File: config.mk
export PLATFORM = sky130hd
export DESIGN_NAME = scene_compositor_flat
export DESIGN_NICKNAME = d
export VERILOG_FILES = /design/src/rtl/scene_compositor_if.sv /design/src/rtl/scene_compositor.sv /design/src/flat_wrapper.sv
export SDC_FILE = /design/constraint.sdc
export NUM_CORES = 1
export LEC_CHECK = 0
export BUFFER_PORTS_ARGS = -buffer_cell sky130_fd_sc_hd__buf_2
export CAP_MARGIN = 10
export CORE_ASPECT_RATIO = 1.4
export CORE_MARGIN = 2
export CORE_UTILIZATION = 42
export DETAILED_ROUTE_END_ITERATION = 10
export MAX_ROUTING_LAYER = met4
export PLACE_DENSITY = 0.66
export SLEW_MARGIN = 15
export SYNTH_ARGS = -nofsm -noshare
export SYNTH_HDL_FRONTEND = slang
export SYNTH_SLANG_ARGS = --single-unit
File: constraint.sdc
create_clock -name Clk -period 7.42 [get_ports Clk]
set_clock_uncertainty 0.15 [all_clocks]
set_input_delay 0.371 -clock Clk [delete_from_list [all_inputs] [get_ports Clk]]
set_output_delay 0.371 -clock Clk [all_outputs]
set_load 0.02 [all_outputs]
File: src/rtl/scene_compositor_if.sv
// Pixel and scene-control bundle between the layer generators, game logic and the
// compositor. The master drives layers and scene requests; the slave returns VGA colour.
interface scene_compositor_if #(
    parameter int N_LAYERS = 4,
    parameter int COLOR_W  = 8
);
    logic                            frame_start;
    logic [N_LAYERS-1:0]             layer_on;
    logic [N_LAYERS*3*COLOR_W-1:0]   layer_rgb;
    logic [3*COLOR_W-1:0]            bg_rgb;
    logic [1:0]                      scene_sel;
    logic [COLOR_W-1:0]              VGA_R;
    logic [COLOR_W-1:0]              VGA_G;
    logic [COLOR_W-1:0]              VGA_B;
    logic [1:0]                      scene_active;
    logic                            busy;

    modport master (
        output frame_start, layer_on, layer_rgb, bg_rgb, scene_sel,
        input  VGA_R, VGA_G, VGA_B, scene_active, busy
    );

    modport slave (
        input  frame_start, layer_on, layer_rgb, bg_rgb, scene_sel,
        output VGA_R, VGA_G, VGA_B, scene_active, busy
    );
endinterface

File: src/rtl/scene_compositor.sv
// Two-stage priority layer compositor with frame-synchronous fade-out/fade-in
// between scenes; owns the active scene register.
module scene_compositor #(
    parameter int N_LAYERS  = 4,
    parameter int COLOR_W   = 8,
    parameter int FADE_LOG2 = 4
) (
    input  logic                Clk,
    input  logic                Reset_n,
    scene_compositor_if.slave   bus
);
    localparam int PIX_W  = 3 * COLOR_W;
    localparam int LVL_W  = FADE_LOG2 + 1;
    localparam int PROD_W = COLOR_W + FADE_LOG2 + 1;
    localparam logic [LVL_W-1:0] LVL_MAX = LVL_W'(2 ** FADE_LOG2);

    localparam logic [1:0] ST_IDLE     = 2'd0;
    localparam logic [1:0] ST_FADE_OUT = 2'd1;
    localparam logic [1:0] ST_FADE_IN  = 2'd2;

    logic [1:0]       state;
    logic [LVL_W-1:0] lvl;
    logic [1:0]       scene_active;
    logic [1:0]       pending;
    logic [PIX_W-1:0] pick_rgb;
    logic [PIX_W-1:0] stage1_rgb;
    logic [PIX_W-1:0] faded_rgb;
    logic [PIX_W-1:0] stage2_rgb;

    function automatic logic [COLOR_W-1:0] fade(input logic [COLOR_W-1:0] c,
                                                 input logic [LVL_W-1:0]   l);
        logic [PROD_W-1:0] prod;
        prod = PROD_W'(c) * PROD_W'(l);
        return COLOR_W'(prod >> FADE_LOG2);
    endfunction

    // Scan from lowest priority upward so the lowest opaque index is written last.
    // NOTE: pick_rgb gets its default before the loop, so no path leaves it unassigned (no latch).
    always_comb begin
        pick_rgb = bus.bg_rgb;
        for (int i = N_LAYERS - 1; i >= 0; i--) begin
            if (bus.layer_on[i]) pick_rgb = bus.layer_rgb[i*PIX_W +: PIX_W];
        end
    end

    always_comb begin
        faded_rgb = '0;
        for (int ch = 0; ch < 3; ch++) begin
            faded_rgb[ch*COLOR_W +: COLOR_W] = fade(stage1_rgb[ch*COLOR_W +: COLOR_W], lvl);
        end
    end

    // NOTE: state registers use non-blocking assignments so every flop samples pre-edge values.
    always_ff @(posedge Clk or negedge Reset_n) begin
        if (!Reset_n) begin
            stage1_rgb <= '0;
            stage2_rgb <= '0;
        end else begin
            stage1_rgb <= pick_rgb;
            stage2_rgb <= faded_rgb;
        end
    end

    // lvl only moves on frame_start, so brightness is constant within a frame.
    always_ff @(posedge Clk or negedge Reset_n) begin
        if (!Reset_n) begin
            state        <= ST_IDLE;
            lvl          <= LVL_MAX;
            scene_active <= 2'd0;
            pending      <= 2'd0;
        end else begin
            case (state)
                ST_IDLE: begin
                    lvl <= LVL_MAX;
                    if (bus.scene_sel != scene_active) begin
                        pending <= bus.scene_sel;
                        state   <= ST_FADE_OUT;
                    end
                end
                ST_FADE_OUT: begin
                    pending <= bus.scene_sel;
                    if (bus.frame_start) begin
                        if (lvl != '0) begin
                            lvl <= lvl - 1'b1;
                        end else begin
                            scene_active <= pending;
                            state        <= ST_FADE_IN;
                        end
                    end
                end
                ST_FADE_IN: begin
                    if (bus.frame_start) begin
                        lvl <= lvl + 1'b1;
                        if (lvl == LVL_MAX - 1'b1) state <= ST_IDLE;
                    end
                end
                default: state <= ST_IDLE;
            endcase
        end
    end

    assign bus.VGA_R        = stage2_rgb[2*COLOR_W +: COLOR_W];
    assign bus.VGA_G        = stage2_rgb[COLOR_W +: COLOR_W];
    assign bus.VGA_B        = stage2_rgb[0 +: COLOR_W];
    assign bus.scene_active = scene_active;
    assign bus.busy         = (state != ST_IDLE);
endmodule

File: src/flat_wrapper.sv
// flat-port wrapper written by rule: the top's interface ports become plain ports
module scene_compositor_flat 
#(
    parameter int N_LAYERS  = 4,
    parameter int COLOR_W   = 8,
    parameter int FADE_LOG2 = 4
)
  (Clk, Reset_n, bus_frame_start, bus_layer_on, bus_layer_rgb, bus_bg_rgb, bus_scene_sel, bus_VGA_R, bus_VGA_G, bus_VGA_B, bus_scene_active, bus_busy);
  scene_compositor_if #(.N_LAYERS(N_LAYERS), .COLOR_W(COLOR_W)) bus_i ();
  input  logic Clk;
  input  logic Reset_n;
  input wire logic [$bits(bus_i.frame_start)-1:0] bus_frame_start;
  input wire logic [$bits(bus_i.layer_on)-1:0] bus_layer_on;
  input wire logic [$bits(bus_i.layer_rgb)-1:0] bus_layer_rgb;
  input wire logic [$bits(bus_i.bg_rgb)-1:0] bus_bg_rgb;
  input wire logic [$bits(bus_i.scene_sel)-1:0] bus_scene_sel;
  output wire logic [$bits(bus_i.VGA_R)-1:0] bus_VGA_R;
  output wire logic [$bits(bus_i.VGA_G)-1:0] bus_VGA_G;
  output wire logic [$bits(bus_i.VGA_B)-1:0] bus_VGA_B;
  output wire logic [$bits(bus_i.scene_active)-1:0] bus_scene_active;
  output wire logic [$bits(bus_i.busy)-1:0] bus_busy;
  assign bus_i.frame_start = bus_frame_start;
  assign bus_i.layer_on = bus_layer_on;
  assign bus_i.layer_rgb = bus_layer_rgb;
  assign bus_i.bg_rgb = bus_bg_rgb;
  assign bus_i.scene_sel = bus_scene_sel;
  assign bus_VGA_R = bus_i.VGA_R;
  assign bus_VGA_G = bus_i.VGA_G;
  assign bus_VGA_B = bus_i.VGA_B;
  assign bus_scene_active = bus_i.scene_active;
  assign bus_busy = bus_i.busy;
  scene_compositor #(.N_LAYERS(N_LAYERS), .COLOR_W(COLOR_W), .FADE_LOG2(FADE_LOG2)) u_core (.Clk(Clk), .Reset_n(Reset_n), .bus(bus_i));
endmodule
==> results of run 1 <==
==> sequential cells by signal, indices dropped and copies added (netlist names) <==
register and count:
u_core.bus.scene_active 2, u_core.lvl 5, u_core.state 2, u_core.stage1_rgb 24
u_core.pending 2, u_core.stage2_rgb 24
==> how the worst min path moves through the flow <==
stage                     slack [ns]              start                          to  cells after the start
after floorplan                -0.07            Reset_n  u_core.bus.scene_active[0]                      0
after global placement          0.34  u_core.pending[0]           u_core.pending[0]                      1
after detailed placement        0.35  u_core.pending[0]           u_core.pending[0]                      1
after CTS                       0.07            Reset_n       u_core.stage2_rgb[23]                      2
after global routing             0.1            Reset_n       u_core.stage2_rgb[23]                      2
final                           0.02            Reset_n       u_core.stage2_rgb[22]                      2
==> cell usage in the layout (no fill, tap or decap), drive strengths merged, types with 5 or more instances in the layout <==
| master | count |
|---|---|
| buf | 156 |
| nand2 | 97 |
| inv | 81 |
| and2 | 75 |
| o21ai | 62 |
| ha | 61 |
| dfrtp | 58 |
| mux2i | 49 |
| fa | 49 |
| xnor2 | 20 |
| a21oi | 16 |
| nor2 | 15 |
| clkbuf | 11 |
| nor3 | 9 |
| xor2 | 7 |
| a21o | 6 |
| nor2b | 5 |
| nand3 | 5 |
| mux2 | 5 |
==> cell type report <==
type,instances,area [um2]
Multi-Input combinational cell,521,4310
Fill cell,1380,7010
Clock inverter,4,75.1
Timing Repair Buffer,156,783
Inverter,81,304
Sequential cell,59,1480
Clock buffer,11,243
Tap cell,189,236
==> critical path, stage by stage, from the launching register on <==
cell      delay (ns)
dfrtp_1         0.82
nand2_1         0.18
fa_1            0.59
fa_1            0.42
fa_1            0.49
inv_1           0.04
ha_1            0.32
a21o_1          0.19
a21o_1          0.21
o21ai_2         0.22
or4b_1          0.45
o311ai_0        0.10
==> per-layer routing <==
metal | global-route usage | vias to the layer above | part of all wire
li1 | - | 2526 | -
met1 | 0.245 | 2414 | 0.42
met2 | 0.349 | 164 | 0.51
met3 | 0.0265 | 24 | 0.050
met4 | 0.0695 | 0 | 0.020
met5 | - | - | 0
==> power by group <==
group | internal, uW | switching [uW]
logic | 732 | 891
registers | 443 | 115
clock network | 301 | 151
==> cell families after synthesis <==
family | Yosys count | synth area share
buf+inv | 109 | 0.0668
xor+xnor | 28 | 0.0418
fa+ha+maj | 110 | 0.281
simple gates | 222 | 0.181
mux | 54 | 0.0882
flops | 59 | 0.238
compound gates | 107 | 0.103
==> through the flow <==
stage | std cells | instance area (um2) | hold WS, ns
2_1_floorplan | 689 | 6200 | -0.0746
3_3_place_gp | 1006 | 7110 | 0.338
3_5_place_dp | 1006 | 7110 | 0.345
4_1_cts | 1021 | 7430 | 0.0665
5_1_grt | 1021 | 7430 | 0.0976
6_report | 1021 | 7430 | 0.0184
==> summary.md, run 1 <==
| Metric | Value |
|---|---|
| Crit path kind | reg2reg |
| YS warnings | 0 |
| Die width | 107 um |
| # setup viols final | 0 |
| Post-synth top area share | 0.234 |
| Post-Syn Nets | 928 |
| DP HPWL | 12000 um |
| Crit path launch type | flop |
| #FFs+latches synth | 59 |
| Tcrit/Tclk final | 0.580 |
| Core area | 0.0144 mm2 |
| Main area contributors after synthesis | dfrtp_1 23%, fa_1 16%, ha_1 12% |
| Clock sinks | 59 |
| Top cells by instance count after synthesis | 96 x nand2_1, 81 x inv_1, 72 x and2_1, 61 x ha_1, 60 x o21ai_0 |
| Leak | 0.00396 uW |
| CTS Buf Count | 9 |
| CP Data Arrival Time | 4.38 ns |
| H-tree Lvls | 3 |
| DP Worst Slack | 3.12 ns |
| CP required | 7.49 ns |
| Max frequency | 0.232 GHz |
| Longest Clk Path Bufs | 2 |
| Largest net degree at the start of global routing | 60 |
| Via count of the first global-routing pass | 5228 |
| Initial Util | 0.429 |
| Die area | 0.0158 mm2 |
| Max-cap viol count | 0 |
| Drt drc | 0 |
| Overall Global Routing Usage | 0.203 |
| Flop2flop setup slack | 3.12 ns |
| Area delta synth->final | 19.8% |
| CTS tree | built |
| First-pass DRT Iterations | 4 |
| Grt ovf | 0 |
| Fin worst setup slack | 3.12 ns |
| Hold-fix buffers at CTS | 0 |
| Synth Flop Type | dfrtp_1 |
| Max VDD drop | 0.129 mV |
| Reg2reg path depth | 11 |
| Synth Instances | 689 |
| CP endpoint | u_core.stage2_rgb[4] |
| Layout Nets | 1067 |
| Hold Fails Final Rpt | 0 |
| Routability Congestion | 0.823 |
| Unique masters post-synth | 56 |
| Antenna fix cells | 0 |
| Mapped cell area | 0.00620 mm2 |
| Worst skew pair latency | 0.34 ns |
| I/O Pins | 156 |
| Share of layout cells above drive strength 1 | 0.225 |
| Hold WC Path Type | in2async |
| Clock-pin slew on the worst setup and hold paths | 0.05 ns |
| Vias | 5128 |
| Post-route ant nets | 0 |
| Outcome | finished clean |
| Number of synthesized flops with an enable pin | 0 |
| Initial antenna violation count | 0 |
| Setup TNS | 0 ns |
| Rows | 52 |
| Slew @ Worst Pin | 0.807 ns |
| Power per cell area | 354 mW/mm2 |
| DR vias/cell | 5.02 |
| Post-CTS Resized | 0 |
| First-pass GRT wire length | 24500 um |
| Crit Reg-Reg Startpoint | u_core.lvl[2] |
| Tot Pwr | 2630 uW |
| R2R Path End | u_core.stage2_rgb[4] |
| RSZ-0062 raised after global routing | no |
| Fin util | 0.514 |
| Synth area leader | dfrtp_1 |
| Die Y-Extent | 148 um |
| Clk root buf | clkbuf_16 |
| Asr flop ratio synth | 1.00 |
| Relative slew slack | 0.462 |
| Syn Area/Cell | 9.00 um2 |
| Crit. End Element | flop |
| Most frequent cell after synthesis | nand2_1 |
| Pins Over Slew Limit | 0 |
| Worst-path fanout max | 27 |
| Minimum clock period | 4.30 ns |
| DRT iter0 DRCs | 174 |
| Routed wire length | 14800 um |
| Routed len/inst | 14.5 um |
| Crit path launch | u_core.lvl[2] |
| Share of the yosys chip area belonging to registers | 0.238 |
| IO Port Bufs | 155 |
| Post-CTS Setup Bufs | 0 |
(Power assumes the default switching activity.)
==> run 2: changes to the inputs <==
--- a/config.mk
+++ b/config.mk
@@ -12,7 +12,7 @@
 export CORE_UTILIZATION = 42
 export DETAILED_ROUTE_END_ITERATION = 10
 export MAX_ROUTING_LAYER = met4
-export PLACE_DENSITY = 0.66
+export PLACE_DENSITY = 0.69
 export SLEW_MARGIN = 15
 export SYNTH_ARGS = -nofsm -noshare
 export SYNTH_HDL_FRONTEND = slang
==> constraint.sdc (replaced) <==
create_clock -name Clk -period 3.5 [get_ports Clk]
set_clock_uncertainty 0.15 [all_clocks]
set_input_delay 0.175 -clock Clk [delete_from_list [all_inputs] [get_ports Clk]]
set_output_delay 0.175 -clock Clk [all_outputs]
set_load 0.02 [all_outputs]
==> summary.md, run 2 (synthesis results as in run 1) <==
| Metric | Value |
|---|---|
| Outcome | finished, violations left |
| Failing checks | setup timing |
| Clock share of power | 0.146 |
| Routability Congestion | 0.833 |
| DR vias/cell | 4.91 |
| Max-cap viol count | 0 |
| Vias | 5533 |
| Rows | 52 |
| Worst stage delay on the critical path | 0.56 ns |
| Combinational share of power | 0.697 |
| Hold WC Path Type | in2reg |
| Largest net degree at the start of global routing | 49 |
| CP required | 3.58 ns |
| Post-route ant nets | 0 |
| Overall Global Routing Usage | 0.215 |
| Sw Pwr | 2840 uW |
| Top Layer Used | met4 |
| Share of layout cells above drive strength 1 | 0.328 |
| Grt ovf | 0 |
| Internal power | 3870 uW |
| Cell mode on critical path | fa_1 |
| RSZ-0062 raised after global routing | yes |
| Hold Fails Final Rpt | 0 |
| Final std cells w/o fill | 1126 |
| Power per cell area | 778 mW/mm2 |
| Via count of the first global-routing pass | 5772 |
| Most common cell after layout, fill and taps aside | buf_2 |
| Top flop regs | u_core.stage1_rgb (24), u_core.stage2_rgb (24), u_core.lvl (5) |
| Crit path launch | u_core.lvl[4] |
| Die width | 107 um |
| Sw frac | 0.423 |
| Worst path slowest cell | dfstp_2 |
| Most frequent cells in the layout | 155 x buf_2, 92 x nand2_1, 75 x inv_1 |
| DRT iter0 DRCs | 229 |
| Clock sinks | 59 |
| Crit Reg-Reg Startpoint | u_core.lvl[4] |
| Hold WS | 0.00479 ns |
| HP Start | bus_layer_rgb[45] |
| Initial antenna violation count | 0 |
| DP HPWL | 12500 um |
| Tcrit/Tclk final | 1.07 |
| Routed wire length | 15900 um |
| I/O Pins | 156 |
| Area delta synth->final | 39.0% |
| Pins Over Slew Limit | 0 |
| Slew @ Worst Pin | 0.739 ns |
| CTS Buf Count | 9 |
| Layout Nets | 1170 |
| Die area | 0.0158 mm2 |
| Cells along the critical path | buf_12 > nand2_2 > fa_1 > fa_1 > fa_1 > inv_2 > ha_4 > a21o_1 > a21o_1 > o21ai_2 > or4b_4 > o311ai_1 |
| CTS tree | built |
| Buf+Inv Stages, Crit Path | 2 |
| IO Port Bufs | 155 |
| WL met2 | 8470 um |
| Longest Clk Path Bufs | 2 |
| Flop pwr share | 0.157 |
| Crit. End Element | flop |
| CP Data Arrival Time | 3.83 ns |
| Minimum clock period | 3.75 ns |
| # setup viols final | 16 |
| Clk root buf | clkbuf_16 |
| # fillers | 1277 |
| Worst-path fanout max | 12 |
| Max VDD drop | 0.322 mV |
| Worst skew pair latency | 0.34 ns |
| First-pass GRT wire length | 26200 um |
| Clock-pin slew on the worst setup and hold paths | 0.06 ns |
| Fin util | 0.597 |
| Initial Util | 0.429 |
| Relative slew slack | 0.507 |
| Max frequency | 0.267 GHz |
| Fin worst setup slack | -0.249 ns |
| Routed len/inst | 14.1 um |
| Drt drc | 0 |
| Die Y-Extent | 148 um |
| Crit path kind | reg2reg |
| Placed insts | 1064 |
| Leak | 0.00450 uW |
| CP top delay family | adder cells |
| DR WL met3 | 686 um |
| H-tree Lvls | 3 |
| Crit path launch type | flop |
| Met1 WL | 6450 um |
| First-pass DRT Iterations | 4 |
| Core area | 0.0144 mm2 |
==> run 2: changes by cell type in the layout (fill, tap and decap cells not counted), moves of 5 or more <==
cell	previous run	this run
inv_2	0	6
buf_6	0	5
a21oi_2	1	8
and2_1	72	66
ha_4	0	10
ha_1	61	51
a21oi_1	15	7
inv_1	81	75
buf_4	1	63
and2_4	1	7
dlygate4sd3_1	0	35
==> run 2: area by class of cell <==
class / instances / area (um2) / share of cell area
multi-input combinational: 521 / 4590 / 0.533
timing repair buffer: 259 / 1680 / 0.194
sequential: 59 / 1480 / 0.172
inverter: 81 / 304 / 0.0353
tap: 189 / 236 / 0.0274
clock buffer: 9 / 225 / 0.0261
clock inverter: 7 / 101 / 0.0118
antenna: 1 / 2.50 / 0.000290
==> run 2: path summary, 6_finish.rpt <==
kind,to,cells after the start,slack (ns)
hold reg to reg,u_core.pending[0],1,0.36
setup reg to reg,u_core.stage2_rgb[4],12,-0.25
max in group asynchronous,u_core.lvl[4],3,2.12
min in group asynchronous,u_core.stage2_rgb[22],2,0.20
setup / recovery,u_core.stage2_rgb[4],12,-0.25
hold / removal,u_core.stage1_rgb[21],3,0.005
==> run 2: worst reg2reg max path, stage by stage, from the launching register on <==
cell and delay (ns):
dfstp_2 0.56, buf_12 0.13, nand2_2 0.06, fa_1 0.50, fa_1 0.43, fa_1 0.50, inv_2 0.05, ha_4 0.21
a21o_1 0.17, a21o_1 0.17, o21ai_2 0.15, or4b_4 0.47, o311ai_1 0.10
==> run 2: per-stage QoR <==
step	total power, uW	area, um2	worst slack (ns)	setup TNS [ns]
floorplan	4120	6390	-0.316	-2.13
global placement	5250	7690	-0.239	-2.66
detailed placement	5350	7690	-0.335	-3.42
CTS	6680	8570	-0.214	-1.99
global route	7350	8620	-0.354	-4.39
finish	6700	8620	-0.249	-2.13
==> run 2: power by group through the flow <==
stage,clock (uW),combinational [uW],sequential [uW]
2_1_floorplan,0,2870,1250
3_3_place_gp,0,4170,1080
3_5_place_dp,0,4260,1080
4_1_cts,1000,4620,1050
5_1_grt,1040,5240,1080
6_report,982,4670,1050
==> run 2: per-layer routing <==
| layer | vias to the layer above | GRT usage |
|---|---|---|
| li1 | 2739 | - |
| met1 | 2596 | 0.245 |
| met2 | 172 | 0.390 |
| met3 | 26 | 0.0265 |
| met4 | 0 | 0.0656 |
| met5 | - | - |
==> run 2: timing repair <==
item	in CTS	in global routing
endpoints found under the setup margin	17	18
cloned	0	0
setup buffers	10	0
endpoints found under the hold margin	49	0
resized for setup	25	9
pin swaps	9	7
hold buffers	35	0
==> run 3: changes to the inputs <==
--- a/config.mk
+++ b/config.mk
@@ -12,7 +12,7 @@
 export CORE_UTILIZATION = 42
 export DETAILED_ROUTE_END_ITERATION = 10
 export MAX_ROUTING_LAYER = met4
-export PLACE_DENSITY = 0.69
+export PLACE_DENSITY = 0.66
 export SLEW_MARGIN = 15
 export SYNTH_ARGS = -nofsm -noshare
 export SYNTH_HDL_FRONTEND = slang
==> constraint.sdc (replaced) <==
create_clock -name Clk -period 4.7 [get_ports Clk]
set_clock_uncertainty 0.15 [all_clocks]
set_input_delay 0.235 -clock Clk [delete_from_list [all_inputs] [get_ports Clk]]
set_output_delay 0.235 -clock Clk [all_outputs]
set_load 0.02 [all_outputs]
==> summary.md, run 3 (synthesis results as in run 1) <==
| Metric | Value |
|---|---|
| Outcome | finished clean |
| Relative slew slack | 0.445 |
| Worst skew pair latency | 0.33 ns |
| Grt ovf | 0 |
| CTS tree | built |
| Routability Congestion | 0.790 |
| DP HPWL | 11900 um |
| Minimum clock period | 4.20 ns |
| # setup viols final | 0 |
| RSZ-0062 raised after global routing | no |
| Longest Clk Path Bufs | 2 |
| DR vias/cell | 4.99 |
| First-pass DRT Iterations | 4 |
| Initial Util | 0.429 |
| Hold path cells | 3 |
| I/O Pins | 156 |
| Core area | 0.0144 mm2 |
| Pins Over Slew Limit | 0 |
| Post-CTS Resized | 0 |
| Layout Nets | 1090 |
| Tcrit/Tclk final | 0.893 |
| Crit path kind | reg2reg |
| Worst-path fanout max | 28 |
| Die area | 0.0158 mm2 |
| Crit path launch type | flop |
| Initial antenna violation count | 0 |
| Max frequency | 0.238 GHz |
| Met1 WL | 6210 um |
| Largest net degree at the start of global routing | 60 |
| Routed len/inst | 14.2 um |
| Clk root buf | clkbuf_16 |
| DR WL met3 | 793 um |
| Routed wire length | 14900 um |
| IO Port Bufs | 155 |
| Top flop regs | u_core.stage1_rgb (24), u_core.stage2_rgb (24), u_core.lvl (5) |
| Post-route cell area | 0.00763 mm2 |
| Max VDD drop | 0.225 mV |
| Setup TNS | 0 ns |
| Clock sinks | 59 |
| Crit. End Element | flop |
| Max-cap viol count | 0 |
| Power per cell area | 542 mW/mm2 |
| Vias | 5211 |
| Post-route ant nets | 0 |
| Overall Global Routing Usage | 0.201 |
| CP Data Arrival Time | 4.26 ns |
| Die Y-Extent | 148 um |
| Rows | 52 |
| Leak | 0.00405 uW |
| First-pass GRT wire length | 24300 um |
| Most common cell after layout, fill and taps aside | buf_2 |
| CTS Buf Count | 9 |
| Reg2reg path depth | 12 |
| Die width | 107 um |
| CP required | 4.77 ns |
| Top Layer Used | met4 |
| WL met2 | 7640 um |
| Hold Fails Final Rpt | 0 |
| Clock-pin slew on the worst setup and hold paths | 0.05 ns |
| DRT iter0 DRCs | 159 |
| Share of layout cells above drive strength 1 | 0.222 |
| Hold WC Path Type | in2reg |
| Drt drc | 0 |
| Most frequent cells in the layout | 155 x buf_2, 96 x nand2_1, 81 x inv_1 |
| Slew @ Worst Pin | 0.832 ns |
| Placed Area | 0.00713 mm2 |
| Antenna fix cells | 0 |
| Area delta synth->final | 23.0% |
| Via count of the first global-routing pass | 5143 |
| H-tree Lvls | 3 |
run 3: cell count changes in the layout (fill, tap and decap cells not counted), moves of 7 or more:
cell	before	now
buf_4	63	3
ha_4	10	0
ha_1	51	61
a21oi_1	7	15
dlygate4sd3_1	35	21
a21oi_2	8	1
run 3: final timing paths:
check,endpoint,from,slack [ns]
setup / recovery,u_core.stage2_rgb[21],u_core.lvl[4],0.50
hold / removal,u_core.stage1_rgb[5],bus_layer_rgb[5],0.007
setup reg to reg,u_core.stage2_rgb[21],u_core.lvl[4],0.50
hold reg to reg,u_core.pending[0],u_core.pending[0],0.35
max in group asynchronous,u_core.stage2_rgb[7],Reset_n,3.47
min in group asynchronous,u_core.stage2_rgb[19],Reset_n,0.42
run 3: what timing repair did:
action,4_1_cts,5_1_grt
hold buffers,21,0
buffers inserted,0,0
hold endpoints to repair,78,0
run 3: final cells by class:
class,instances,area (um2)
fillers,1394,6820
inverters,81,304
clock inverters,6,66.3
flip-flops and latches,59,1480
repair buffers,179,1010
well taps,189,236
clock buffers,9,225
multi-input cells,521,4310
run 3: per-layer routing:
metal | track usage | vias up
li1 | - | 2589
met1 | 0.240 | 2429
met2 | 0.346 | 175
met3 | 0.0348 | 18
met4 | 0.0597 | 0
met5 | - | -
run 3: critical path: stages, from the launching register on:
cell and delay [ns]:
dfstp_2 0.81, and2_1 0.23, fa_1 0.44, fa_1 0.55
inv_1 0.05, fa_1 0.53, inv_1 0.04, ha_1 0.32
o21a_1 0.21, o21ai_0 0.21, a21oi_1 0.09, o21a_1 0.19
o31a_2 0.27
run 3: stage by stage:
stage,hold WS [ns],worst slack (ns),power (uW),utilization,cells
final,0.00680,0.503,4130,0.528,1044
after global routing,0.0113,0.282,4560,0.528,1044
after CTS,0.000744,0.489,4190,0.528,1044
after global placement,0.283,0.550,3430,0.493,1008
after detailed placement,0.290,0.512,3480,0.493,1008
after floorplan,-0.211,0.474,2830,-,689
run 3: power breakdown:
group / switching, uW / internal [uW] / total, uW
registers: 174 / 700 / 874
logic: 1430 / 1170 / 2600
clock network: 255 / 408 / 662
